===== src/rtl/lfsr_run_ctrl_if.sv =====
// Host-side request/result bundle for lfsr_run_ctrl.
// The host drives the master modport and the controller implements the slave modport.
interface lfsr_run_ctrl_if #(
    parameter int unsigned WIDTH = 4,
    parameter int unsigned CNT_W = 8
);
    logic             start;
    logic [WIDTH-1:0] seed;
    logic [CNT_W-1:0] run_len;
    logic             stop_on_period;
    logic             busy;
    logic             done;
    logic             period_found;
    logic [CNT_W-1:0] period;
    logic [CNT_W-1:0] steps;
    logic             err_seed;

    modport master (
        output start, seed, run_len, stop_on_period,
        input  busy, done, period_found, period, steps, err_seed
    );

    modport slave (
        input  start, seed, run_len, stop_on_period,
        output busy, done, period_found, period, steps, err_seed
    );
endinterface


===== src/rtl/lfsr_run_ctrl.sv =====
// Sequencer that seeds an external lfsr, steps it and measures the period or stops at a step limit.
// Optional LFSR_RUN_TRACE_EN adds a registered per-RUN-cycle trace of lfsr_status.
module lfsr_run_ctrl #(
    parameter int unsigned      WIDTH        = 4,
    parameter int unsigned      CNT_W        = 8,
    parameter logic [WIDTH-1:0] LOCKUP_STATE = '0
) (
    input  logic             clk,
    input  logic             reset,
    lfsr_run_ctrl_if.slave   host,
    output logic             lfsr_mode,
    output logic [WIDTH-1:0] lfsr_p_in,
    input  logic [WIDTH-1:0] lfsr_status
`ifdef LFSR_RUN_TRACE_EN
    ,
    output logic             trace_valid,
    output logic [WIDTH-1:0] trace_data
`endif
);

    typedef enum logic [1:0] {
        IDLE = 2'd0,
        LOAD = 2'd1,
        RUN  = 2'd2,
        DONE = 2'd3
    } state_t;

    state_t           state;
    logic [WIDTH-1:0] seed_q;
    logic [CNT_W-1:0] run_len_q;
    logic             stop_on_period_q;
    logic [CNT_W-1:0] cnt;
    logic             period_hit_c;

    // Seed register doubles as the parallel-load value, so IDLE/LOAD/DONE all present it.
    assign lfsr_p_in = seed_q;

    // Step 0 is the freshly loaded seed and never counts as a return to it.
    assign period_hit_c = (cnt != '0) && (lfsr_status == seed_q) && !host.period_found;

    always_ff @(posedge clk or posedge reset) begin
        if (reset) begin
            state             <= IDLE;
            seed_q            <= '0;
            run_len_q         <= '0;
            stop_on_period_q  <= 1'b0;
            cnt               <= '0;
            lfsr_mode         <= 1'b0;
            host.busy         <= 1'b0;
            host.done         <= 1'b0;
            host.period_found <= 1'b0;
            host.period       <= '0;
            host.steps        <= '0;
            host.err_seed     <= 1'b0;
`ifdef LFSR_RUN_TRACE_EN
            trace_valid       <= 1'b0;
            trace_data        <= '0;
`endif
        end else begin
            host.done     <= 1'b0;
            host.err_seed <= 1'b0;
`ifdef LFSR_RUN_TRACE_EN
            trace_valid   <= 1'b0;
`endif
            case (state)
                IDLE: begin
                    if (host.start) begin
                        if (host.seed == LOCKUP_STATE) begin
                            host.err_seed <= 1'b1;
                        end else begin
                            seed_q            <= host.seed;
                            run_len_q         <= host.run_len;
                            stop_on_period_q  <= host.stop_on_period;
                            host.period_found <= 1'b0;
                            host.period       <= '0;
                            cnt               <= '0;
                            host.busy         <= 1'b1;
                            state             <= LOAD;
                        end
                    end
                end

                LOAD: begin
                    lfsr_mode <= 1'b1;
                    state     <= RUN;
                end

                RUN: begin
`ifdef LFSR_RUN_TRACE_EN
                    trace_valid <= 1'b1;
                    trace_data  <= lfsr_status;
`endif
                    if (period_hit_c) begin
                        host.period       <= cnt;
                        host.period_found <= 1'b1;
                    end
                    // Exit on a stopping period hit, otherwise at the step limit.
                    if ((period_hit_c && stop_on_period_q) || (cnt == run_len_q)) begin
                        host.steps <= cnt;
                        host.busy  <= 1'b0;
                        host.done  <= 1'b1;
                        lfsr_mode  <= 1'b0;
                        state      <= DONE;
                    end else begin
                        cnt <= cnt + CNT_W'(1);
                    end
                end

                DONE: begin
                    state <= IDLE;
                end

                default: begin
                    state <= IDLE;
                end
            endcase
        end
    end

endmodule


===== src/flat_wrapper.sv =====
// flat-port wrapper written by rule: the top's interface ports become plain ports
module lfsr_run_ctrl_flat 
#(
    parameter int unsigned      WIDTH        = 4,
    parameter int unsigned      CNT_W        = 8,
    parameter logic [WIDTH-1:0] LOCKUP_STATE = '0
)
  (clk, reset, lfsr_mode, lfsr_p_in, lfsr_status, host_start, host_seed, host_run_len, host_stop_on_period, host_busy, host_done, host_period_found, host_period, host_steps, host_err_seed);
  lfsr_run_ctrl_if #(.WIDTH(WIDTH), .CNT_W(CNT_W)) host_i ();
  input  logic clk;
  input  logic reset;
  output logic lfsr_mode;
  output logic [WIDTH-1:0] lfsr_p_in;
  input  logic [WIDTH-1:0] lfsr_status;
  input wire logic [$bits(host_i.start)-1:0] host_start;
  input wire logic [$bits(host_i.seed)-1:0] host_seed;
  input wire logic [$bits(host_i.run_len)-1:0] host_run_len;
  input wire logic [$bits(host_i.stop_on_period)-1:0] host_stop_on_period;
  output wire logic [$bits(host_i.busy)-1:0] host_busy;
  output wire logic [$bits(host_i.done)-1:0] host_done;
  output wire logic [$bits(host_i.period_found)-1:0] host_period_found;
  output wire logic [$bits(host_i.period)-1:0] host_period;
  output wire logic [$bits(host_i.steps)-1:0] host_steps;
  output wire logic [$bits(host_i.err_seed)-1:0] host_err_seed;
  assign host_i.start = host_start;
  assign host_i.seed = host_seed;
  assign host_i.run_len = host_run_len;
  assign host_i.stop_on_period = host_stop_on_period;
  assign host_busy = host_i.busy;
  assign host_done = host_i.done;
  assign host_period_found = host_i.period_found;
  assign host_period = host_i.period;
  assign host_steps = host_i.steps;
  assign host_err_seed = host_i.err_seed;
  lfsr_run_ctrl #(.WIDTH(WIDTH), .CNT_W(CNT_W), .LOCKUP_STATE(LOCKUP_STATE)) u_core (.clk(clk), .reset(reset), .host(host_i), .lfsr_mode(lfsr_mode), .lfsr_p_in(lfsr_p_in), .lfsr_status(lfsr_status));
endmodule

===== config.mk =====
export PLATFORM = sky130hd
export DESIGN_NAME = lfsr_run_ctrl_flat
export DESIGN_NICKNAME = d
export VERILOG_FILES = /design/src/rtl/lfsr_run_ctrl_if.sv /design/src/rtl/lfsr_run_ctrl.sv /design/src/flat_wrapper.sv
export SDC_FILE = /design/constraint.sdc
export NUM_CORES = 1
export LEC_CHECK = 0
export CAP_MARGIN = 25
export CORE_AREA = 2 2 73 75
export CTS_CLUSTER_SIZE = 40
export DETAILED_ROUTE_END_ITERATION = 8
export DIE_AREA = 0 0 75 77
export PLACE_DENSITY = 0.74
export SYNTH_ARGS = -nofsm -noshare
export SYNTH_HDL_FRONTEND = slang
export SYNTH_SLANG_ARGS = --single-unit

===== constraint.sdc =====
create_clock -name clk -period 2 [get_ports clk]
set_input_delay 0.4 -clock clk [delete_from_list [all_inputs] [get_ports clk]]
set_output_delay 0.4 -clock clk [all_outputs]
set_load 0.1 [all_outputs]

==> results of run 1 <==
==> cells in the mapped netlist, types with 4 or more instances <==
| library cell | number |
|---|---|
| sky130_fd_sc_hd__ha_1 | 4 |
| sky130_fd_sc_hd__dfrtp_1 | 44 |
| sky130_fd_sc_hd__nand2_1 | 37 |
| sky130_fd_sc_hd__a22o_1 | 5 |
| sky130_fd_sc_hd__nor2b_1 | 8 |
| sky130_fd_sc_hd__nand3_1 | 4 |
| sky130_fd_sc_hd__buf_2 | 4 |
| sky130_fd_sc_hd__inv_1 | 8 |
| sky130_fd_sc_hd__a21oi_1 | 5 |
| sky130_fd_sc_hd__nor3_1 | 4 |
| sky130_fd_sc_hd__clkbuf_1 | 4 |
| sky130_fd_sc_hd__mux2_4 | 9 |
| sky130_fd_sc_hd__a31oi_1 | 5 |
| sky130_fd_sc_hd__nor2_1 | 5 |
| sky130_fd_sc_hd__a31o_2 | 7 |
| sky130_fd_sc_hd__xor2_1 | 12 |
==> metrics by stage <==
step           setup TNS (ns)  utilization
3_3_place_gp            -7.78        0.586
4_1_cts                     0        0.618
2_1_floorplan           -1.08            -
3_5_place_dp            -8.48        0.586
5_1_grt                -0.214        0.638
6_report              -0.0484        0.638
==> cell families after synthesis <==
group                      after synthesis  share of synthesized area
adders and majority gates                4                     0.0225
and+or+nand+nor                         80                      0.199
xor gates and xnor gates                12                     0.0473
muxes                                   11                     0.0704
DFF                                     44                      0.496
AOI/OAI and AO/OA                       35                      0.118
buffers and inverters                   20                     0.0462
==> cell usage in the layout, fill, tap and decap left out, types with 3 or more instances in the layout <==
| cell type | count |
|---|---|
| sky130_fd_sc_hd__a21oi_1 | 5 |
| sky130_fd_sc_hd__a22o_1 | 5 |
| sky130_fd_sc_hd__a31o_2 | 7 |
| sky130_fd_sc_hd__a31oi_1 | 5 |
| sky130_fd_sc_hd__and3_1 | 3 |
| sky130_fd_sc_hd__buf_4 | 66 |
| sky130_fd_sc_hd__clkbuf_8 | 7 |
| sky130_fd_sc_hd__clkdlybuf4s50_1 | 18 |
| sky130_fd_sc_hd__dfrtp_1 | 38 |
| sky130_fd_sc_hd__dfrtp_2 | 3 |
| sky130_fd_sc_hd__dfrtp_4 | 3 |
| sky130_fd_sc_hd__inv_1 | 6 |
| sky130_fd_sc_hd__mux2_4 | 10 |
| sky130_fd_sc_hd__nand2_1 | 34 |
| sky130_fd_sc_hd__nand2_2 | 4 |
| sky130_fd_sc_hd__nand3_1 | 4 |
| sky130_fd_sc_hd__nor2_1 | 5 |
| sky130_fd_sc_hd__nor2b_1 | 8 |
| sky130_fd_sc_hd__nor3_1 | 3 |
| sky130_fd_sc_hd__o22ai_1 | 3 |
| sky130_fd_sc_hd__xor2_1 | 12 |
==> routing by layer <==
| metal | vias up | global-route usage | routed length, um |
|---|---|---|---|
| met1 | 878 | 0.276 | 2370 |
| met4 | 0 | 0.0714 | 34 |
| met3 | 4 | 0.0407 | 290 |
| li1 | 888 | - | - |
| met2 | 64 | 0.315 | 2620 |
| met5 | - | 0 | 0 |
==> sequential cells by signal, indices dropped and copies added, names as in the netlist <==
name and count:
u_core.cnt 8, u_core.host.busy 1, u_core.host.done 1, u_core.host.err_seed 1, u_core.host.period 8, u_core.host.period_found 1
u_core.host.steps 8, u_core.lfsr_mode 1, u_core.lfsr_p_in 4, u_core.run_len_q 8, u_core.state 2, u_core.stop_on_period_q 1
==> worst max-delay path by stage <==
stage | from | end | slack, ns | cells past startpoint
floorplan | u_core.lfsr_p_in[3]$_DFFE_PP0P_ | u_core.host.steps[0]$_DFFE_PP0P_ | -0.13 | 7
global placement | lfsr_status[3] | u_core.host.period_found$_DFFE_PP0P_ | -0.32 | 6
detailed placement | lfsr_status[3] | u_core.host.period_found$_DFFE_PP0P_ | -0.36 | 6
CTS | u_core.cnt[1]$_DFFE_PP0P_ | u_core.host.steps[0]$_DFFE_PP0P_ | 0.002 | 7
global route | host_seed[0] | u_core.cnt[6]$_DFFE_PP0P_ | -0.09 | 8
finish | host_seed[0] | u_core.cnt[6]$_DFFE_PP0P_ | -0.05 | 8
==> power groups by stage <==
stage / combinational (mW) / clock (mW) / sequential, mW
global placement: 2.79 / 0 / 1.40
detailed placement: 2.84 / 0 / 1.40
CTS: 2.92 / 0.761 / 1.39
global route: 3.30 / 0.801 / 1.43
finish: 3.08 / 0.746 / 1.39
floorplan: 1.18 / 0 / 2.22
==> area by class of cell <==
| class | count | area, um^2 | area share |
|---|---|---|---|
| clock inverters | 1 | 30.0 | 0.00946 |
| multi-input cells | 143 | 1080 | 0.342 |
| inverters | 9 | 33.8 | 0.0106 |
| well taps | 70 | 87.6 | 0.0276 |
| clock buffers | 7 | 96.3 | 0.0303 |
| repair buffers | 88 | 727 | 0.229 |
| flip-flops and latches | 44 | 1120 | 0.351 |
==> timing repair <==
item                                    4_1_cts  5_1_grt
cloned                                        1        0
gates resized for setup                       4       12
pin swaps                                     3        9
endpoints found under the setup margin       18       24
endpoints found under the hold margin         0        0
setup buffers                                 2        7
==> results.md, run 1 <==
STA:
- Setup violations remaining at the end of the flow were counted as 1.
- The final worst-path cycle share is 1.02.
- The count of pins over their slew limit came to 0.
- The minimum hold slack is 0.387 ns.
- The final count of hold timing violations was 0.
- The clock skew after layout is 0.00710 ns.
- The transition time at the pin with the least slew margin is 0.573 ns.
- The relative max-transition margin is 0.616.
- The final critical-path setup slack is -0.0484 ns.
- The minimum clock period after layout is between 2 and 2.5 ns.
- Derived from the worst setup path, the maximum achievable clock frequency is 0.488 GHz.
- Setup repair after global routing could not meet its margin everywhere.

Logic synthesis:
- The synthesized design spends more area on one cell type than any other, namely sky130_fd_sc_hd__dfrtp_1.
- The count of yosys warnings during synthesis is 0.
- Counting flops with an async set or reset pin after synthesis yields a share of 1.00.
- Of the synthesized area, sequential elements account for 0.496.
- The main flop type after synthesis is sky130_fd_sc_hd__dfrtp_1.
- The number of nets in the synthesized netlist is 230.
- Of the post-synthesis cell area, the dominant cell type holds 0.496.
- Ranked by total cell area, the synthesized netlist is headed by sky130_fd_sc_hd__dfrtp_1, sky130_fd_sc_hd__nand2_1, sky130_fd_sc_hd__mux2_4.
- The synthesized design contains 44 register bits.
- The number of synthesized flops with an enable pin is 0.
- The synthesized cell area is 2220 um^2.
- The count of different cell masters after synthesis is 46.
- The cell count after synthesis came out at 206.
- The average instance in the mapped netlist occupies 10.8 um^2.

Cells and area:
- With fillers left out, the area of the finished cells amounts to 3180 um^2.
- The filler cells instantiated in the layout total between 400 and 500.
- The fraction of final layout cells sized beyond drive strength 1 is 0.421.
- The repair_antennas step left the layout with diodes totalling 0.
- The number of nets in the final layout is 315.
- For this run, the number of standard cells in the final layout without fillers is approximately 360.
- From synthesis to final layout, the design area changed by 43.0%.

Flow run:
- The max-cap violation count is 0.

Die:
- The placeable core region is 4980 um^2.
- The die is 77 um tall.
- 45 I/O pins were placed.
- The effective utilization at floorplan is 0.446.
- The die covers 5780 um^2.
- The die is 75 um wide.
- The number of cell rows is 26.

GRT:
- The wire length of the first global-routing pass is 8940 um.
- The number of antenna violations at the first check in global routing is 0.
- The global-route usage over all layers is 0.202.
- The number of global-route vias before repair is 1903.
- Summed over all layers, the global routing overflow is 0.
- Entering global routing, the biggest net connects 31 pins.

Detailed routing:
- The via count normalized by instance count is 5.07.
- In the final routed layout, each cell accounts on average for 14.7 um.
- The total number of vias is 1834.
- The DRC violation count after routing is 0.
- After detailed routing, the total wire length is roughly 5300 um.
- Before antenna repair, the detailed router went through 4 iterations.
- Once detail routing completed, the nets flagged for antenna violations numbered 0.
- The DRC marker count from the first detailed-route iteration is 129.

Critical path:
- The cell family contributing the most delay on the critical path is simple AND/OR/NAND/NOR gates.
- The beginning of the worst register-to-register path is u_core.cnt[1]$_DFFE_PP0P_.
- The nature of the critical path endpoint is a register.
- Setup slack on the worst reg-to-reg path comes out at 0.04 ns.
- On the worst path, the slowest cell contributes a delay of 0.52 ns.
- The worst setup path is of the in2reg kind.
- For the worst flop-to-flop path, the logic depth is 8.
- The critical path contains buffers and inverters numbering 2 combined.
- The data required time at the worst endpoint is around 2.2 ns.
- The kind of start point of the critical path is an input pin.
- Traced cell by cell, the critical path runs through clkdlybuf4s50_1, or4_4, and2_4, a21oi_4, buf_6, nor3b_1, a31oi_1, o21a_1.
- The critical register-to-register path endpoint is u_core.host.period_found$_DFFE_PP0P_.
- The data arrival time of the worst path is 2.29 ns.
- Along the worst path, the maximum fanout reaches 5.
- The slowest stage of the critical path is the sky130_fd_sc_hd__or4_4 cell.

Clock tree:
- Counting the buffers created by CTS gives 5.
- The later pin in the worst-skew pair is clocked with a latency of 0.30 ns.
- Hold repair after CTS inserted 0 buffers.
- The clock drives 44 sinks.
- The CTS tree is built.
- After clock tree synthesis, the clock-pin slew on the worst setup and hold paths is 0.08 ns.
- The tree is rooted in a sky130_fd_sc_hd__clkbuf_8.
- The number of buffers between clock root and the deepest sink is 2.
- In this run the number of H-tree levels came out at 2.

Pwr:
- The fraction of power spent switching nets is 0.465.
- Of the total power, registers draw 0.267.
- The worst supply voltage drop on vdd is 1.26 mV.
- Power spread over the standard cell area amounts to approximately 1600 nW/um^2.
- The internal power contribution is 2.79 mW.
- Summed over all cells, the static leakage comes to about 1.6 nW.
- Of the total power, combinational logic draws 0.590.
- For this design the total switching power over the nets is between 2 and 2.5 mW.
- The total power after layout is 5.22 mW.
- Of the total power, the clock network draws 0.143.

Placed design:
- Counting tap cells, the placed design contains a total of 344 instances.
- The placement-stage worst setup slack is -0.361 ns.
- During placement, the flow inserted port buffers numbering 44.
- Routability-driven placement finished with a final weighted congestion of 0.883.
- The total placed instance area is 2920 um^2.
- The wire-length estimate of the detail-placed layout is 3790 um.

Min path:
- The classification of the worst-slack hold path is in2async.

Run status:
- The run finished, with violations left.
- The final reports fail on setup timing.
No activity file was read; power rests on OpenSTA's default activity.
==> run 2: changes to the inputs <==
--- a/config.mk
+++ b/config.mk
@@ -6,11 +6,10 @@
 export NUM_CORES = 1
 export LEC_CHECK = 0
 export CAP_MARGIN = 25
-export CORE_AREA = 2 2 73 75
+export CORE_AREA = 2 2 83 85
 export CTS_CLUSTER_SIZE = 40
 export DETAILED_ROUTE_END_ITERATION = 8
-export DIE_AREA = 0 0 75 77
-export PLACE_DENSITY = 0.74
+export DIE_AREA = 0 0 85 87
 export SYNTH_ARGS = -nofsm -noshare
 export SYNTH_HDL_FRONTEND = slang
 export SYNTH_SLANG_ARGS = --single-unit
==> run 2 against run 1 <==
Compared with the run above: the run now ends clean; critical path depth grew 1; clock power shrank 26%; die area grew 28%; fmax grew 3.8%; critical path type is now reg2reg; largest cell class is now multi-input combinational cells; highest routed layer unchanged.
==> results.md, run 2 (synthesis gave the netlist of run 1 again) <==
Pwr:
- The power per cell area is 1590 nW/um^2 (-3.4%).
- The worst supply voltage drop on vdd is 1.16 mV (-7.7%).
- The total power after layout is 5.03 mW (-3.6%).
- The leakage power total is 1.55 nW (-2.6%).

Die:
- The width of the die came to 85 um (+13%).
- The effective utilization at floorplan is 0.338 (-0.108).
- The die boundary height is 87 um (+13%).
- The number of placed I/O pins is 45 (unchanged).
- The placeable core region is 6570 um^2 (+32%).
- The die area came to 7400 um^2 (+28%).
- The number of cell rows is 30 (+15%).

Placed design:
- The half-perimeter wire length after placement is 3920 um (+3.6%).
- The number of port buffers came to 44 (unchanged).
- The final RePlAce weighted congestion is 0.924 (+4.7%).
- The total placed instance area came to 2880 um^2 (-1.1%).
- The number of placed cells counting well taps was 348 (+1.2%).

Clock tree:
- The number of buffers between clock root and the deepest sink was 2 (unchanged).
- The clock insertion delay at the later pin of the skew report came to 0.30 ns (about the same).
- The CTS tree is built.
- The number of clock buffers inserted by TritonCTS is 5 (unchanged).
- The number of sinks driven by the clock tree is 44 (unchanged).
- The number of levels the H-tree was split into is 2 (unchanged).
- The root buffer cell is sky130_fd_sc_hd__clkbuf_8.
- The clock input transition at the sequential cells of the worst setup and hold paths is 0.08 ns (about the same).

Detailed routing:
- The total number of vias was 1793 (-2.2%).
- The via count normalized by instance count was 4.91 (-3.0%).
- The wire length per cell is 15.2 um (+3.3%).
- The amount of wire on met2 after detailed routing was 2670 um (+1.7%).
- The number of nets still failing antenna checks after routing was 0 (unchanged).
- The DRC violation count after routing is 0 (unchanged).
- The met3 wirelength from detailed routing was 260 um (-10%).
- The detailed router used layers up to and including met4.
- The wire length on met1 is 2560 um (+8.4%).
- The DRC marker count from the first detailed-route iteration is 95 (-26%).
- The detailed-router iteration count before antenna repair came to 4 (unchanged).
- The final wirelength came to 5540 um (+4.2%).

Cells and area:
- The multi-input logic area is 1140 um^2 (+5.4%).
- The fraction of final layout cells sized beyond drive strength 1 is 0.435 (+0.0139).
- In the layout the commonest cells are sky130_fd_sc_hd__buf_4, sky130_fd_sc_hd__dfrtp_1, sky130_fd_sc_hd__nand2_1.
- The final antenna diode count came to 0 (unchanged).
- The area of all placed cells without fillers was 3170 um^2 (-0.24%).
- Relative to the synthesized area, the layout overhead comes to 42.6%.
- The combined flip-flop and latch cell area is 1120 um^2 (unchanged).
- The post-layout instance count excluding filler cells is 365 (+0.83%).
- The library cell used most frequently in the layout, excluding fill and tap cells, is sky130_fd_sc_hd__buf_4.
- The fill cell instance count of the final layout is 622 (+52%).
- The number of nets in the final layout is 308 (-2.2%).

GRT:
- The number of global-route vias before repair was 1681 (-12%).
- The wire length of the first global-routing pass is 8720 um (-2.5%).
- The global-route usage over all layers is 0.150 (-0.0523).
- The largest net degree at the start of global routing came to 45 (+45%).
- The number of antenna violations at the first check in global routing came to 0 (unchanged).
- The total global routing overflow was 0 (unchanged).

STA:
- The transition time at the pin with the least slew margin came to 0.353 ns (-0.219 ns).
- The clock skew after layout came to 0.00573 ns (-0.00136 ns).
- The final count of hold timing violations came to 0 (unchanged).
- The count of pins over their slew limit was 0 (unchanged).
- The relative max-transition margin is 0.764 (+0.149).
- The final worst-path cycle share came to 0.986 (-0.0377).
- The minimum clock period after layout was 1.97 ns (-0.0755 ns).
- The maximum frequency from static timing analysis was 0.507 GHz (+3.8%).
- The final setup violation count was 0 (-1).
- Setup repair after global routing could not meet its margin everywhere.
- The final total negative setup slack was 0 ns (+0.0484 ns).
- The minimum hold slack was 0.444 ns (+0.0567 ns).

Critical path:
- The beginning of the worst register-to-register path is u_core.cnt[1]$_DFFE_PP0P_.
- The worst register-to-register path ends at u_core.cnt[2]$_DFFE_PP0P_.
- The data required time at the worst endpoint is 2.23 ns (about the same).
- The path depth of the worst reg2reg path came to 9 (+1).
- The data arrival time of the worst path was 2.21 ns (-0.08 ns).
- STA classifies the critical path startpoint as a register.
- The largest driver fanout on the critical path was 5 (unchanged).
- The nature of the critical path endpoint is a register.
- The critical path is of the reg2reg type.
- The flop-to-flop setup slack came to 0.03 ns (about the same).

Run status:
- The run finished with clean final reports.

Min path:
- The classification of the worst-slack hold path is in2async.

Flow run:
- The max-cap violation count is 0 (unchanged).
==> run 2: cell types whose count changed in the layout (fill, tap and decap cells not counted), sizes merged <==
cell,change
clkinv,+2
clkbuf,-1
buf,-7
clkinvlp,+1
inv,-1
dlygate4sd2,-1
bufinv,-1
dlymetal6s2s,+1
==> run 2: worst max path at each step <==
stage	start	endpoint	slack, ns	cells after the start
2_1_floorplan	u_core.lfsr_p_in[3]$_DFFE_PP0P_	u_core.host.steps[0]$_DFFE_PP0P_	-0.13	7
3_3_place_gp	host_seed[3]	u_core.host.period_found$_DFFE_PP0P_	-0.29	6
3_5_place_dp	host_seed[3]	u_core.host.period_found$_DFFE_PP0P_	-0.30	6
4_1_cts	host_seed[3]	u_core.cnt[6]$_DFFE_PP0P_	0.003	8
5_1_grt	u_core.cnt[1]$_DFFE_PP0P_	u_core.cnt[2]$_DFFE_PP0P_	-0.05	9
6_report	u_core.cnt[1]$_DFFE_PP0P_	u_core.cnt[2]$_DFFE_PP0P_	0.03	9
==> run 2: area by class of cell <==
cell class                      count  share of cell area
Clock inverter                      2             0.00395
Inverter                            9              0.0107
Clock buffer                        6              0.0229
Sequential cell                    44               0.352
Timing Repair Buffer               81               0.218
Multi-Input combinational cell    143               0.361
Tap cell                           80              0.0316
==> run 2: where the power goes <==
part | internal (mW) | switching (mW) | leakage (nW) | total, mW
combinational | 1.13 | 1.93 | 0.940 | 3.07
sequential | 1.18 | 0.237 | 0.567 | 1.41
clock | 0.244 | 0.306 | 0.0412 | 0.550
total | 2.55 | 2.48 | 1.55 | 5.03
==> run 2: timing repair <==
action	4_1_cts	5_1_grt
endpoints found under the setup margin	17	16
gates cloned	1	0
hold buffers	0	0
resized for setup	2	28
buffers inserted	1	8
hold endpoints to repair	0	0
pin swaps	4	15
==> run 2: per-layer routing <==
layer  vias up  global-route usage
li1        866                   -
met2        48               0.234
met3         5              0.0284
met4         0              0.0390
met5         -                   0
met1       874               0.216
==> run 2: worst max-delay path: stages, from the launching register on <==
cell and delay [ns]:
sky130_fd_sc_hd__dfrtp_1 0.44, sky130_fd_sc_hd__inv_2 0.12, sky130_fd_sc_hd__ha_4 0.14, sky130_fd_sc_hd__nor4b_4 0.19
sky130_fd_sc_hd__nand2_2 0.12, sky130_fd_sc_hd__nand4_4 0.12, sky130_fd_sc_hd__buf_6 0.13, sky130_fd_sc_hd__nand3_4 0.08
sky130_fd_sc_hd__or4_4 0.49, sky130_fd_sc_hd__nand3_2 0.08
==> run 2: through the flow <==
| stage | setup WS, ns | util |
|---|---|---|
| finish | 0.0271 | 0.482 |
| floorplan | -0.126 | - |
| global route | -0.0518 | 0.482 |
| CTS | 0.00253 | 0.455 |
| global placement | -0.293 | 0.439 |
| detailed placement | -0.299 | 0.439 |
